<file path="src/rtl/search_pkg.sv">
`default_nettype none
// ============================================================================
//  Module      : search_pkg
//  Description : Shared types and default widths for the search request
//                scheduler and its round-robin arbiter.
//  Revision    : 1.0 - initial release
// ============================================================================
package search_pkg;

  // Scheduler FSM encoding
  typedef enum logic [1:0] {
    IDLE  = 2'd0,
    ISSUE = 2'd1,
    RESP  = 2'd2,
    DRAIN = 2'd3
  } sched_state_t;

  // Default key/RAM word width and RAM address (result index) width
  localparam int DATA_W_DEF = 8;
  localparam int ADDR_W_DEF = 5;

endpackage : search_pkg
`default_nettype wire

</file>
<file path="src/rtl/rr_arbiter.sv">
`default_nettype none
// ============================================================================
//  Module      : rr_arbiter
//  Description : Combinational round-robin picker. Returns the first set
//                request bit at or after ptr, wrapping around N_REQ.
//  Revision    : 1.0 - initial release
// ============================================================================
module rr_arbiter #(
  parameter int N_REQ = 4,
  parameter int IDX_W = (N_REQ > 1) ? $clog2(N_REQ) : 1
) (
  input  logic [N_REQ-1:0] req,
  input  logic [IDX_W-1:0] ptr,
  output logic [N_REQ-1:0] gnt,
  output logic [IDX_W-1:0] idx
);

  // One extra bit so ptr+offset never overflows before the wrap subtract
  logic [IDX_W:0] w_pos;
  logic           w_hit;

  // Scan requesters starting at ptr; the first pending one wins
  always_comb begin
    gnt   = '0;
    idx   = '0;
    w_hit = 1'b0;
    w_pos = '0;
    for (int i = 0; i < N_REQ; i++) begin
      w_pos = {1'b0, ptr} + (IDX_W+1)'(i);
      if (w_pos >= (IDX_W+1)'(N_REQ)) begin
        w_pos = w_pos - (IDX_W+1)'(N_REQ);
      end
      if (!w_hit && req[w_pos[IDX_W-1:0]]) begin
        w_hit                 = 1'b1;
        idx                   = w_pos[IDX_W-1:0];
        gnt[w_pos[IDX_W-1:0]] = 1'b1;
      end
    end
  end

endmodule : rr_arbiter
`default_nettype wire

</file>
<file path="src/rtl/search_req_scheduler.sv">
`default_nettype none
// ============================================================================
//  Module      : search_req_scheduler
//  Description : Shares one binary-search engine between N_REQ requesters.
//                Round-robin grant in IDLE, key latched and held for the whole
//                search, result returned as a one-cycle registered ack pulse,
//                then the engine is drained back to idle before the next grant.
//  Revision    : 1.0 - initial release
// ============================================================================
module search_req_scheduler
  import search_pkg::*;
#(
  parameter int N_REQ   = 4,
  parameter int DATA_W  = DATA_W_DEF,
  parameter int ADDR_W  = ADDR_W_DEF,
  parameter int TIMEOUT = 64            // must be >= 2
) (
  input  logic                      clk,
  input  logic                      reset_n,
  input  logic [N_REQ-1:0]          req,
  input  logic [N_REQ*DATA_W-1:0]   key,
  output logic [N_REQ-1:0]          ack,
  output logic                      resp_found,
  output logic [ADDR_W-1:0]         resp_addr,
  output logic                      resp_err,
  output logic                      busy,
  output logic                      eng_start,
  output logic [DATA_W-1:0]         eng_key,
  input  logic                      eng_found,
  input  logic                      eng_not_found,
  input  logic [ADDR_W-1:0]         eng_addr
);

  localparam int IDX_W = (N_REQ > 1) ? $clog2(N_REQ) : 1;
  localparam int CNT_W = $clog2(TIMEOUT);

  sched_state_t       r_state;
  sched_state_t       w_state_nxt;

  logic [IDX_W-1:0]   r_ptr;
  logic [IDX_W-1:0]   r_gnt_idx;
  logic [CNT_W-1:0]   r_cnt;
  logic [DATA_W-1:0]  r_key;
  logic               r_found;
  logic [ADDR_W-1:0]  r_addr;
  logic               r_err;

  logic [N_REQ-1:0]   w_arb_gnt;
  logic [IDX_W-1:0]   w_arb_idx;
  logic [DATA_W-1:0]  w_key;
  logic [N_REQ-1:0]   w_resp_oh;
  logic               w_done;
  logic               w_hit;
  logic               w_tmo;

  rr_arbiter #(
    .N_REQ (N_REQ),
    .IDX_W (IDX_W)
  ) u_arb (
    .req (req),
    .ptr (r_ptr),
    .gnt (w_arb_gnt),
    .idx (w_arb_idx)
  );

  // Either done flag ends the search; both together count as a miss
  assign w_done    = eng_found | eng_not_found;
  assign w_hit     = eng_found & ~eng_not_found;
  assign w_tmo     = (r_cnt == CNT_W'(TIMEOUT - 1));
  assign w_resp_oh = N_REQ'(1) << r_gnt_idx;
  assign eng_key   = r_key;

  // Key of the granted requester, selected by the one-hot grant
  always_comb begin
    w_key = '0;
    for (int i = 0; i < N_REQ; i++) begin
      if (w_arb_gnt[i]) begin
        w_key = w_key | key[i*DATA_W +: DATA_W];
      end
    end
  end

  // FSM state register
  always_ff @(posedge clk or negedge reset_n) begin
    if (!reset_n) begin
      r_state <= IDLE;
    end else begin
      r_state <= w_state_nxt;
    end
  end

  // FSM next-state and engine handshake outputs
  always_comb begin
    w_state_nxt = r_state;
    eng_start   = 1'b0;
    busy        = 1'b1;
    case (r_state)
      IDLE: begin
        busy = 1'b0;
        if (|req) w_state_nxt = ISSUE;
      end
      ISSUE: begin
        eng_start = 1'b1;
        if (w_done || w_tmo) w_state_nxt = RESP;
      end
      RESP: begin
        w_state_nxt = DRAIN;
      end
      DRAIN: begin
        if (!w_done) w_state_nxt = IDLE;
      end
      default: begin
        w_state_nxt = IDLE;
      end
    endcase
  end

  // Grant/key latch, timeout counter, result capture and registered response
  always_ff @(posedge clk or negedge reset_n) begin
    if (!reset_n) begin
      r_ptr      <= '0;
      r_gnt_idx  <= '0;
      r_cnt      <= '0;
      r_key      <= '0;
      r_found    <= 1'b0;
      r_addr     <= '0;
      r_err      <= 1'b0;
      ack        <= '0;
      resp_found <= 1'b0;
      resp_addr  <= '0;
      resp_err   <= 1'b0;
    end else begin
      // Response outputs are a single-cycle pulse and read 0 otherwise
      ack        <= '0;
      resp_found <= 1'b0;
      resp_addr  <= '0;
      resp_err   <= 1'b0;
      case (r_state)
        IDLE: begin
          if (|req) begin
            r_gnt_idx <= w_arb_idx;
            r_key     <= w_key;
            r_cnt     <= '0;
          end
        end
        ISSUE: begin
          r_cnt <= r_cnt + CNT_W'(1);
          // A completion in the expiry cycle still wins over the timeout
          if (w_done) begin
            r_found <= w_hit;
            r_addr  <= w_hit ? eng_addr : '0;
            r_err   <= 1'b0;
          end else if (w_tmo) begin
            r_found <= 1'b0;
            r_addr  <= '0;
            r_err   <= 1'b1;
          end
        end
        RESP: begin
          // A requester that withdrew gets no ack but still loses its turn
          if (req[r_gnt_idx]) begin
            ack        <= w_resp_oh;
            resp_found <= r_found;
            resp_addr  <= r_addr;
            resp_err   <= r_err;
          end
          r_ptr <= (r_gnt_idx == IDX_W'(N_REQ - 1)) ? '0 : r_gnt_idx + IDX_W'(1);
        end
        default: begin
        end
      endcase
    end
  end

endmodule : search_req_scheduler
`default_nettype wire

</file>
<file path="config.mk">
export PLATFORM = sky130hd
export DESIGN_NAME = search_req_scheduler
export DESIGN_NICKNAME = d
export VERILOG_FILES = /design/src/rtl/search_pkg.sv /design/src/rtl/rr_arbiter.sv /design/src/rtl/search_req_scheduler.sv
export SDC_FILE = /design/constraint.sdc
export NUM_CORES = 1
export LEC_CHECK = 0
export CAP_MARGIN = 20
export CORE_MARGIN = 2
export CORE_UTILIZATION = 40
export CTS_CLUSTER_SIZE = 30
export DETAILED_ROUTE_END_ITERATION = 8
export PLACE_DENSITY_LB_ADDON = 0.25
export SETUP_SLACK_MARGIN = 0.15
export SYNTH_ARGS = -nofsm -noshare
export SYNTH_HDL_FRONTEND = slang
export SYNTH_HIERARCHICAL = 1
export SYNTH_SLANG_ARGS = --single-unit
export TNS_END_PERCENT = 10
</file>
<file path="constraint.sdc">
create_clock -name clk -period 7.8 [get_ports clk]
set_input_delay 1.56 -clock clk [delete_from_list [all_inputs] [get_ports clk]]
set_output_delay 1.56 -clock clk [all_outputs]
set_load 0.005 [all_outputs]
</file>
==> flow_summary.ini <==
[cells_and_area]
n_fill_cell = 495
area_growth_pct = 33.8
diodes = 0
drive_gt1_share_pct = 11.1
final_nets = 337
utilization_pct = 55.9

[routing]
firstDrtPassIters = 4
routedWlPerCell_um = 14.9
vias = 1919
vias_per_cell = 5.47
routed_wl_mm = 5.24
postRouteAntennaNets = 0
drc = 0
drt_iter0_drc = 93

[clock_network]
tritoncts = done
postCtsResizedCells = 0
cts_buffers = 5
htree_num_levels = 2
clockBufferDepth = 2
cts.clk_slew.worst_paths_ns = 0.08
clock_latency_ns = 0.29
post_cts_buffers = 0
cts_sinks = 38
cts.root.buffer_cell = clkbuf_8
cts_hold_buf = 0

[timing]
final.setup.worst_slack_ns = 3.97
setup_viol = 0
rsz0062_at_grt = false
fin_crit_sh_pct = 49.1
hold-worst-slack_ns = 0.477
fmax_ghz = 0.261
fin_crit_ns = 3.83
slew_viol_final = 0
skew_ns = 0.00363
tightestPinTransition_ns = 0.819
fin_tns_setup_ns = 0
maxSlewHeadroom_pct = 45.4
hold_violations = 0

[floorplan]
die-area_sq_um = 6410
rows = 27
core_area_sq_um = 5540
ios = 66
die_width_um = 80.1
initial_core_util_pct = 41.8
die_y_um = 80.1

[worst_setup_path]
start_kind = input port
crit_path_end_kind = register
max_stage_delay_ns = 0.65
r2r_start = r_ptr[0]$_DFFE_PN0P_
slowest_stage = mux4_2
crit_required_ns = 7.97
crit_family = compound AO/OA/AOI/OAI gates
timing.critical_path.from = req[3]
r2r_slack_ns = 4.76
cp_num_buf_inv = 1
path_max_fanout = 13
cp.arrival_ns = 4.00
cp_common_cell = o21ai_0
crit_path_cell_trace = clkdlybuf4s50_1, mux4_2, nand2_1, o21ai_0, a221o_2, a22o_1, a221oi_1, o21ai_0
criticalPathCategory = input port to register

[synthesis]
synth_area_sq_um = 2320
syn_avg_cell_area_sq_um = 10.4
synth_nets = 282
synth_edf_count = 0
synth_area_leaders = dfrtp_1 (41%), ha_1 (7.6%), a22o_1 (5.3%)
synth_top_area_share_pct = 41.1
async_reset_ff_share_pct = 100
ys_ff_latch = 38
yosysUniqueCellTypes = 48
synthCells = 223
ys.flop_type = dfrtp_1
yosysTopAreaCell = dfrtp_1
ys_seq_area_share_pct = 41.1
synth_warnings = 6

[global_route]
grt_usage_pct = 17.1
antenna_found_initial = 0
gr-total-overflow = 0
grt_pass1_wl_mm = 8.59
grt_start_max_net_pins = 39
first_global_vias = 1832

[run]
maxCapViolations = 0

[hold_path]
hp-start = r_found$_DFFE_PN0P_
hp-class = register to register

[place]
place_ws_ns = 3.67
gpl.final_weighted_congestion = 0.767
hpwl_mm = 3.77
port-buffer-count = 65

[status]
status = complete, no violations

[pwr]
p_leak_uw = 0.00136
ir_drop_mv = 0.162
power.density_nw_per_um2 = 349
power.total_uw = 1080
==> power by group <==
part | internal (uW) | total (uW) | leakage (uW) | switching (uW)
Sequential | 256 | 319 | 0.000500 | 62.8
Combinational | 288 | 562 | 0.000788 | 274
Clock | 128 | 202 | 0.0000683 | 73.8
Total | 672 | 1080 | 0.00136 | 410
==> worst reg2reg max path: cells and delay by family (launching register included) <==
family | cells | cell delay, ns
flops | 1 | 0.74
compound gates | 5 | 1.04
mux | 1 | 0.40
fa+ha+maj | 1 | 0.46
buf+inv | 1 | 0.18
simple gates | 1 | 0.09
==> kinds of logic (layout without fill, tap and decap cells) <==
group | after synthesis | in the layout | synth area share [%]
AOI/OAI and AO/OA | 72 | 72 | 23.4
adders and majority gates | 14 | 14 | 7.56
buffers and inverters | 26 | 82 | 5.40
DFF | 38 | 38 | 41.1
muxes | 14 | 14 | 8.48
and+or+nand+nor | 59 | 59 | 14.1
==> cells in the mapped netlist, types with 5 or more instances <==
cell type  number
dfrtp_1        38
o21ai_0        21
clkbuf_1        5
mux2i_1         5
and3_1         11
nand2_1        22
nor2_1          8
inv_1           9
ha_1           14
a221oi_1        9
a21oi_1         5
a22o_1         14
==> through the flow <==
step,instances,area (sq um)
CTS,351,3100
global route,351,3100
detailed placement,343,2960
floorplan,223,2320
global placement,343,2960
finish,351,3100
==> flip-flops by register name (all words and copies together) (netlist names) <==
name	cells
r_ptr	2
r_state	2
r_gnt_idx	2
eng_key	8
r_addr	5
resp_addr	5
resp_err	1
ack	4
resp_found	1
r_found	1
r_cnt	6
r_err	1
==> cell usage in the layout, fill, tap and decap left out, drive strengths merged, types with 2 or more instances in the layout <==
cell / n
clkdlybuf4s50: 64
dfrtp: 38
nand2: 23
o21ai: 21
a22o: 14
ha: 14
and3: 11
inv: 9
a221oi: 9
nor2: 8
a21oi: 6
mux2i: 5
clkbuf: 5
mux2: 5
mux4: 4
a221o: 4
a31oi: 3
or2: 3
nand3: 2
a211oi: 2
a32o: 2
nor3: 2
bufinv: 2
and3b: 2
nor3b: 2
nand2b: 2
o31ai: 2
==> final cells by class <==
type                            count  area [sq um]  share of cell area, %
Multi-Input combinational cell    159          1240                   40.0
Inverter                            9          33.8                   1.09
Sequential cell                    38           951                   30.7
Tap cell                           72          90.1                   2.91
Clock inverter                      3          68.8                   2.22
Clock buffer                        5          68.8                   2.22
Timing Repair Buffer               65           646                   20.8
==> path summary, 6_finish.rpt <==
| path | end | depth (start not counted) |
|---|---|---|
| setup / recovery | eng_key[6]$_DFFE_PN0P_ | 8 |
| hold / removal | r_found$_DFFE_PN0P_ | 1 |
| setup reg to reg | eng_key[6]$_DFFE_PN0P_ | 9 |
| hold reg to reg | r_found$_DFFE_PN0P_ | 1 |
| max in group asynchronous | r_gnt_idx[1]$_DFFE_PN0P_ | 1 |
| min in group asynchronous | resp_addr[0]$_DFF_PN0_ | 1 |
==> routing by layer <==
layer  vias to the layer above  wire (um)  share of wire (%)  global-route usage (%)
met2                        63       2330                 44                    27.3
met1                       913       2500                 48                    23.1
met5                         -          0                  0                       0
met4                         0         43               0.82                    4.24
li1                        938          -                  -                       -
met3                         5        370                7.1                    4.61
Power figures use the tool's default switching activity.
